### config.mk
export PLATFORM = sky130hd
export DESIGN_NAME = bin2bcd_seq
export DESIGN_NICKNAME = d
export VERILOG_FILES = /design/src/rtl/bin2bcd_seq.sv
export SDC_FILE = /design/constraint.sdc
export NUM_CORES = 1
export LEC_CHECK = 0
export CORE_AREA = 2 2 106 108
export CTS_BUF_LIST = sky130_fd_sc_hd__clkbuf_8
export DETAILED_ROUTE_END_ITERATION = 10
export DIE_AREA = 0 0 108 110
export GPL_TIMING_DRIVEN = 1
export PLACE_DENSITY = 0.81
export RECOVER_POWER = 25
export SYNTH_ARGS = -nofsm -noshare
export SYNTH_HDL_FRONTEND = slang
export SYNTH_SLANG_ARGS = --single-unit
### constraint.sdc
create_clock -name clock -period 4.4 [get_ports clock]
set_input_delay 1.32 -clock clock [delete_from_list [all_inputs] [get_ports clock]]
set_output_delay 1.32 -clock clock [all_outputs]
set_load 0.03 [all_outputs]
### src/rtl/bin2bcd_seq.sv
// Sequential binary-to-BCD converter using shift-and-add-3 (double dabble),
// one input bit per clock, with a start/busy/done handshake.
module bin2bcd_seq #(
  parameter int unsigned WIDTH  = 32,
  parameter int unsigned DIGITS = 10
) (
  input  logic                  clock,
  input  logic                  reset,
  input  logic                  start,
  input  logic [WIDTH-1:0]      bin,
  output logic                  busy,
  output logic                  done,
  output logic [4*DIGITS-1:0]   bcd
);

  localparam int unsigned BW = 4 * DIGITS;
  localparam int unsigned CW = $clog2(WIDTH) + 1;

  typedef enum logic [1:0] {
    IDLE  = 2'd0,
    SHIFT = 2'd1,
    DONE  = 2'd2
  } state_t;

  state_t            state, state_next;
  logic [WIDTH-1:0]  sreg, sreg_next;
  logic [BW-1:0]     acc, acc_next, acc_adj;
  logic [CW-1:0]     cnt, cnt_next;
  logic [BW-1:0]     bcd_next;
  logic              busy_next, done_next;
  logic [BW+WIDTH-1:0] shifted;

  // State and datapath registers
  always_ff @(posedge clock) begin
    if (reset) begin
      state <= IDLE;
      sreg  <= '0;
      acc   <= '0;
      cnt   <= '0;
      bcd   <= '0;
      busy  <= 1'b0;
      done  <= 1'b0;
    end else begin
      state <= state_next;
      sreg  <= sreg_next;
      acc   <= acc_next;
      cnt   <= cnt_next;
      bcd   <= bcd_next;
      busy  <= busy_next;
      done  <= done_next;
    end
  end

  // Next-state, digit correction and shift
  always_comb begin
    state_next = state;
    sreg_next  = sreg;
    acc_next   = acc;
    cnt_next   = cnt;
    bcd_next   = bcd;
    busy_next  = 1'b0;
    done_next  = 1'b0;
    acc_adj    = acc;

    // All digits corrected in parallel from pre-shift values
    for (int i = 0; i < int'(DIGITS); i++) begin
      if (acc[4*i +: 4] >= 4'd5) begin
        acc_adj[4*i +: 4] = acc[4*i +: 4] + 4'd3;
      end
    end
    shifted = {acc_adj, sreg} << 1;

    case (state)
      IDLE, DONE: begin
        if (start) begin
          sreg_next  = bin;
          acc_next   = '0;
          cnt_next   = '0;
          state_next = SHIFT;
          busy_next  = 1'b1;
        end else begin
          state_next = IDLE;
        end
      end
      SHIFT: begin
        acc_next  = shifted[BW+WIDTH-1:WIDTH];
        sreg_next = shifted[WIDTH-1:0];
        cnt_next  = cnt + CW'(1);
        if (cnt == CW'(WIDTH - 1)) begin
          bcd_next   = shifted[BW+WIDTH-1:WIDTH];
          state_next = DONE;
          done_next  = 1'b1;
        end else begin
          busy_next  = 1'b1;
        end
      end
      default: begin
        state_next = IDLE;
      end
    endcase
  end

endmodule

Word-level counts from Yosys, hierarchy flattened:

Cells that the tools add are included.

* register bits: 122
* word-level logic and storage cells: 63

* add/sub/neg operators: 11
* $lt $le $gt $ge: 10
* equal/unequal tests: 5
* muxes and demuxes: 23
* bitwise gates (word level): 1
* reduce and logical (&&, ||, !) cells: 6

Operators with widths (number)
* $pmux W40 S2: 1
* $pmux W32 S2: 1
* $ge A4 B3 Y1 const B: 10
* $mux W40: 1
* $add A4 B2 Y4 const B: 9
* $mux W4: 9
* $mux W32: 1
* $pmux W6 S2: 1
* $add A6 B1 Y6 const B: 1
* $eq A6 B5 Y1 const B: 1
* $mux W6: 1
* $mux W1: 4
* $ne A2 B2 Y1 const B: 2
* $pmux W2 S2: 1
* $reduce_and A2 Y1: 2
* $reduce_or A2 Y1: 2
* $add A3 B2 Y3 const B: 1
* $mux W3: 1
* $eq A2 B1 Y1 const B: 1
* $eq A2 B2 Y1 const B: 1
* $logic_not A2 Y1: 1
* $mux W2: 1
* $pmux W1 S2: 1
* $reduce_bool A2 Y1: 1
* $not A1 Y1: 1

Longest topological paths before layout:

Gate-level depths: netlist of the first run.

* depth after elaboration: 4
* mapped depth: 7

Least setup slack after synthesis of the first run:

No wires, ideal clock.

* path type: in2reg
* start: input port start
* end: register acc[20]
* data arrival time: 2.205 ns
* required time: 4.326 ns
* path slack: 2.121 ns
* stages on the path: 7
* path buffers: 3
* cell sequence: nor2b_1 -> buf_2 -> nor3_1 -> buf_2 -> buf_4 -> nand2_1 -> o21ai_0

* word-level cells in the longest chain between the ends: 2

Ends and longest elaborated chain
* start, declared: line 9 `input logic start,`
* $ne A2 B2 Y1 (no line)
* $reduce_and A2 Y1 (no line)
* end signal, assigned: line 46 `acc <= acc_next;`
* end, declared: line 27 `logic [BW-1:0] acc, acc_next, acc_adj;`

Every way passes these cells.
A chain may end at the register's enable or synchronous reset.

Worst setup path after layout of the first run:

* start: input port start
* end: register acc[25]

Same word-level chain as after synthesis.

==> out/results.txt, run 1 <==
Num CTS Buffers: 17
maximum achievable frequency: 0.294 GHz
Crit Path Max Fanout: 34
CP Class: input port to flip-flop
vias in the first global route: 4375
Final period util: 77.4%
Longest Clk Path Bufs: 2
Hold Vio Cnt, Final: 0
Flop pwr share: 49.6%
Post-Synthesis Cells: 581
switching fraction of total power: 22.7%
post-layout min period: 3.41 ns
routed vias/inst: 5.47
unrepaired setup endpoints after global routing: false
Hold Crit Start: sreg[15]$_SDFFE_PP0P_
die width: 108 µm
Total GRT Usage: 21.4%
CP delay by family, top: buffers and inverters
Comb pwr share: 6.3%
Starting DRT DRC Count: 263
post-route insts no fill: 798
clk_skew: 0.0129 ns
register area share after synthesis: 46.1%
Pleak: 2.32 nW
Pwr per Cell Area: 357 nW/µm²
fin worst setup slack: 0.995 ns
placed cells: 767
CP bufs+invs: 3
Worst setup EP type: flip-flop
Post-CTS Setup Bufs: 0
pin count of the biggest net entering global routing: 57
Finish-stage setup viols: 0
area grow syn2layout: 21.8%
warnings from Yosys: 0
Site Rows: 38
worst skew pair latency: 0.44 ns
post-CTS sizing: 0
RD Place Congestion: 0.784
Max VDD drop: 0.181 mV
dpl hpwl: 7.78 mm
worst r2r src: cnt[0]$_SDFFE_PP0P_
initial core utilization: 49.5%
clk slew on worst S/H paths: 0.07 ns
Max Slew Vio Count: 0
Hold Path Class: flip-flop to flip-flop
critical path arrival: 3.72 ns
area of the core: 10700 µm²
first-pass GRT wire length: 20.0 mm
Mean Syn Cell Area: 9.11 µm²
die height: 110 µm
IO Pins: 77
slowest CP cell: clkbuf_1
internal power: 1.78 mW
Syn Std Cell Area: 5300 µm²
Async S/R FF share, synth: 0%
number of synthesized register bits: 122
# DRC: 0
multi-input logic area: 2550 µm²
Yosys top cell by area: dfxtp_1
dpl ws: 1.30 ns
PortBufs: 76
clock root cell: clkbuf_8
nets: 702
CP startpoint: start
Syn Nets: 637
CTS tree: done
Post-synth top flop: dfxtp_1
critical path's largest stage delay: 1.09 ns
number of synthesized flops with an enable pin: 0
status: finished clean
router iterations before antenna repair: 4
via count: 4365
Netlist cell types: 34
setup TNS: 0 ns
Synth area leaders: dfxtp_1 (46%), a21oi_1 (6.1%), a22oi_1 (5.4%), ha_1 (5.0%), nand2_1 (4.6%)
clock sinks: 122
Yosys top cell area share: 46.1%
Hold Buf Count CTS: 0
CTS H-tree depth: 4
worst path cell trace: clkdlybuf4s50_1 -> nor2b_2 -> clkbuf_1 -> nor3_2 -> buf_4 -> a22o_1
worst slew pin tran: 1.49 ns
antenna-violating nets left: 0
Psw: 524 µW
number of diodes: 0
die footprint: 11900 µm²
fraction of layout instances using a drive strength above 1: 8.21%
Clk network pwr share: 44.1%
Sequential Area: 2440 µm²
WHS: 0.458 ns
global route overflow: 0
CP startpoint kind: input port
Worst slew margin: 0.746%
Fillers: 912
Util after Layout: 60.3%
routed wire length: 11.7 mm
max-cap check violation count: 0
WL/cell: 14.7 µm
Worst EP required: 4.72 ns
initial antenna violation count: 0
-- kinds of logic (layout without fill, tap and decap cells) --
family,after synthesis,in the layout,synth area share [%]
AO/OA/AOI/OAI,182,182,22.4
AND/OR/NAND/NOR,171,171,16.2
flip-flops,122,122,46.1
buffers and inverters,58,135,5.17
adder cells (fa/ha/maj),21,21,4.96
multiplexers,17,17,3.40
XOR/XNOR,10,10,1.65
-- layer usage --
layer	share of wire (%)	up-vias	global-route usage, %
li1	-	2162	-
met1	42	2070	24.5
met2	50	116	37.8
met3	6.2	17	6.00
met4	1.3	0	8.52
met5	0	-	0
-- cell type report --
class / instances / share of cell area (%)
clock buffer: 20 / 4.27
clock inverter: 11 / 2.00
inverter: 22 / 1.28
multi-input combinational: 401 / 39.5
sequential: 122 / 37.9
tap: 140 / 2.72
timing repair buffer: 82 / 12.3
-- state kept, by name (all words and copies together), names as in the netlist --
register,count
acc,40
bcd,40
busy,1
cnt,6
done,1
sreg,32
state,2
-- worst min-delay path, cell delays in order (launching register included) --
cell     delay, ns
dfxtp_1       0.31
nand2_1       0.05
a21oi_1       0.05
-- power groups by stage --
stage / sequential (mW) / combinational, mW / clock [mW]
after floorplan: 1.16 / 0.0917 / 0
after global placement: 1.17 / 0.140 / 0
final: 1.14 / 0.144 / 1.02
after CTS: 1.14 / 0.145 / 1.03
after global routing: 1.14 / 0.159 / 1.08
after detailed placement: 1.17 / 0.145 / 0
-- synth_stat cells, types with 12 or more instances --
cell type,instances
nor3b_1,23
nand2b_1,36
o22ai_1,12
nor2_1,37
o21ai_0,34
dfxtp_1,122
buf_2,15
inv_1,21
a22oi_1,38
a21oi_1,65
a211oi_2,15
nand2_1,65
ha_1,21
-- cells in the final DEF, fill, tap and decap left out, types with 12 or more instances in the layout --
| cell | synthesis | final |
|---|---|---|
| a22oi_1 | 38 | 38 |
| nor3b_1 | 23 | 23 |
| nand2_1 | 65 | 65 |
| ha_1 | 21 | 21 |
| o21ai_0 | 34 | 34 |
| inv_1 | 21 | 24 |
| nor2_1 | 37 | 37 |
| nand2b_1 | 36 | 36 |
| a21oi_1 | 65 | 65 |
| clkdlybuf4s50_1 | 0 | 75 |
| o22ai_1 | 12 | 12 |
| clkbuf_8 | 0 | 20 |
| dfxtp_1 | 122 | 122 |
-- through the flow --
stage	area [µm²]	power [mW]
2_1_floorplan	5300	1.26
3_3_place_gp	6090	1.31
3_5_place_dp	6090	1.31
4_1_cts	6490	2.31
5_1_grt	6450	2.38
6_report	6450	2.30
-- final timing paths --
kind         cells past startpoint                    end  slack, ns
min reg2reg                      2  sreg[15]$_SDFFE_PP0P_       0.46
max reg2reg                      5   bcd[29]$_SDFFE_PP0P_       1.95
min                              2  sreg[15]$_SDFFE_PP0P_       0.46
max                              6   acc[25]$_SDFFE_PP0P_       0.99
Note: power is estimated with default switching activity, not from simulation.
==> run 2: changes to the inputs <==
--- a/config.mk
+++ b/config.mk
@@ -10,7 +10,7 @@
 export DETAILED_ROUTE_END_ITERATION = 10
 export DIE_AREA = 0 0 108 110
 export GPL_TIMING_DRIVEN = 1
-export PLACE_DENSITY = 0.81
+export PLACE_DENSITY = 0.84
 export RECOVER_POWER = 25
 export SYNTH_ARGS = -nofsm -noshare
 export SYNTH_HDL_FRONTEND = slang
==> constraint.sdc (replaced) <==
create_clock -name clock -period 2.98 [get_ports clock]
set_input_delay 0.894 -clock clock [delete_from_list [all_inputs] [get_ports clock]]
set_output_delay 0.894 -clock clock [all_outputs]
set_load 0.03 [all_outputs]
==> run 2 against run 1 <==
- combinational power rose by 46%
- count of clock-buffer cells in the layout fell by 3
- utilization fell by 0.23 points
- register-to-register slack got worse by 1.4 ns
- sequential power rose by 47%
- clock skew rose by 0.0042 ns
- non-clock buffer count rose by 1
- final area fell by 0.39%
- critical path type unchanged
- largest power group unchanged
- highest routed layer unchanged
==> out/results.txt, run 2 (synthesis results as in run 1) <==
status: finished clean
antenna-violating nets left: 0 (unchanged)
placed cells: 768 (+0.13%)
# DRC: 0 (unchanged)
Hold Buf Count CTS: 0 (unchanged)
post-route insts no fill: 800 (+0.25%)
Max Slew Vio Count: 0 (unchanged)
commonest non-fill, non-tap cell in the layout: dfxtp_1
via count: 4351 (-0.32%)
maximum achievable frequency: 0.391 GHz
internal power: 2.33 mW (+31%)
clk_skew: 0.0171 ns (+0.00417 ns)
max-cap check violation count: 0 (unchanged)
worst slew pin tran: 1.02 ns (-0.467 ns)
post-layout min period: 2.56 ns
RD Place Congestion: 0.795 (+1.4%)
area grow syn2layout: 21.3%
WL/cell: 14.2 µm (-3.1%)
commonest cells after routing, fill and taps aside: dfxtp_1 (122), clkdlybuf4s50_1 (75), a21oi_1 (65), nand2_1 (65), a22oi_1 (38)
Reg2Reg Depth: 5 (unchanged)
dpl hpwl: 7.80 mm (+0.35%)
Clk network pwr share: 40.7% (-3.4 points)
Flop pwr share: 52.8% (+3.2 points)
Worst slew margin: 31.7% (+31 points)
area of the core: 10700 µm² (unchanged)
Worst EP required: 3.25 ns (-1.47 ns)
critical path arrival: 2.83 ns (-0.89 ns)
PortBufs: 76 (unchanged)
die footprint: 11900 µm² (unchanged)
Total GRT Usage: 20.0% (-1.4 points)
worst skew pair latency: 0.43 ns (about the same)
Longest Clk Path Bufs: 2 (unchanged)
Site Rows: 38 (unchanged)
clk slew on worst S/H paths: 0.07 ns (about the same)
hold depth: 2 (unchanged)
biggest regs: acc (40), bcd (40), sreg (32)
CP startpoint kind: input port
die height: 110 µm (unchanged)
vias in the first global route: 4133 (-5.5%)
CTS H-tree depth: 4 (unchanged)
Post-DP Area: 6100 µm² (+0.12%)
CP Class: input port to flip-flop
IO Pins: 77 (unchanged)
Crit Path Max Fanout: 34 (unchanged)
routed vias/inst: 5.44 (-0.57%)
pin count of the biggest net entering global routing: 47 (-18%)
Starting DRT DRC Count: 146 (-44%)
initial core utilization: 49.5% (unchanged)
CTS tree: done
Max VDD drop: 0.290 mV (+60%)
clock root cell: clkbuf_8
routed wire length: 11.4 mm (-2.8%)
Hold Vio Cnt, Final: 0 (unchanged)
clock sinks: 122 (unchanged)
first-pass GRT wire length: 18.9 mm (-5.7%)
router iterations before antenna repair: 7 (+3)
Final period util: 85.8%
unrepaired setup endpoints after global routing: false
initial antenna violation count: 0 (unchanged)
number of diodes: 0 (unchanged)
nets: 703 (+0.14%)
Worst setup EP type: flip-flop
setup TNS: 0 ns (unchanged)
fraction of layout instances using a drive strength above 1: 9.39% (+1.2 points)
global route overflow: 0 (unchanged)
Finish-stage setup viols: 0 (unchanged)
post-CTS sizing: 0 (unchanged)
switching fraction of total power: 26.9% (+4.1 points)
Comb pwr share: 6.6% (+0.3 points)
Pleak: 2.28 nW (-1.7%)
Pwr per Cell Area: 497 nW/µm² (+39%)
Util after Layout: 60.0% (-0.23 points)
die width: 108 µm (unchanged)
Num CTS Buffers: 17 (unchanged)
Hold Path Class: flip-flop to flip-flop
Final Cell Area: 6420 µm² (-0.39%)
Psw: 858 µW (+64%)
Post-CTS Setup Bufs: 0 (unchanged)
==> run 2: path summary, 6_finish.rpt <==
path	start	end	slack, ns
setup / recovery	start	acc[13]$_SDFFE_PP0P_	0.42
hold reg to reg	sreg[26]$_SDFFE_PP0P_	sreg[26]$_SDFFE_PP0P_	0.46
hold / removal	sreg[26]$_SDFFE_PP0P_	sreg[26]$_SDFFE_PP0P_	0.46
setup reg to reg	state[0]$_SDFFE_PP0P_	bcd[23]$_SDFFE_PP0P_	0.55
==> run 2: power by group through the flow <==
stage	registers, mW	logic (mW)	clock network (mW)
2_1_floorplan	1.72	0.135	0
3_5_place_dp	1.72	0.211	0
4_1_cts	1.68	0.211	1.31
3_3_place_gp	1.72	0.205	0
5_1_grt	1.69	0.231	1.39
6_report	1.68	0.210	1.30
==> run 2: metal layers <==
| layer | part of all wire (%) | vias up | global-route usage [%] |
|---|---|---|---|
| met3 | 4.4 | 19 | 3.76 |
| met4 | 1.1 | 0 | 7.14 |
| met5 | 0 | - | 0 |
| li1 | - | 2162 | - |
| met2 | 52 | 113 | 35.8 |
| met1 | 43 | 2057 | 24.0 |
==> run 2: worst max-delay path, stage by stage <==
cell	delay, ns
clkdlybuf4s50_1	0.49
nor2b_1	0.28
clkbuf_2	0.60
nor3_2	0.08
buf_4	0.26
nand2_1	0.11
o21ai_0	0.10
==> run 2: area by class of cell <==
class                           instances  area (µm²)
Tap cell                              140         175
Sequential cell                       122        2440
Multi-Input combinational cell        401        2570
Clock inverter                         15         118
Fill cell                             900        4280
Timing Repair Buffer                   83         802
Clock buffer                           17         234
Inverter                               22        82.6
==> run 2: through the flow <==
step / power [mW] / hold slack, ns / setup WS (ns)
global route: 3.31 / 0.480 / 0.307
detailed placement: 1.93 / 0.450 / 0.213
global placement: 1.92 / 0.437 / 0.271
CTS: 3.21 / 0.461 / 0.569
floorplan: 1.85 / 0.425 / 1.13
finish: 3.19 / 0.460 / 0.423
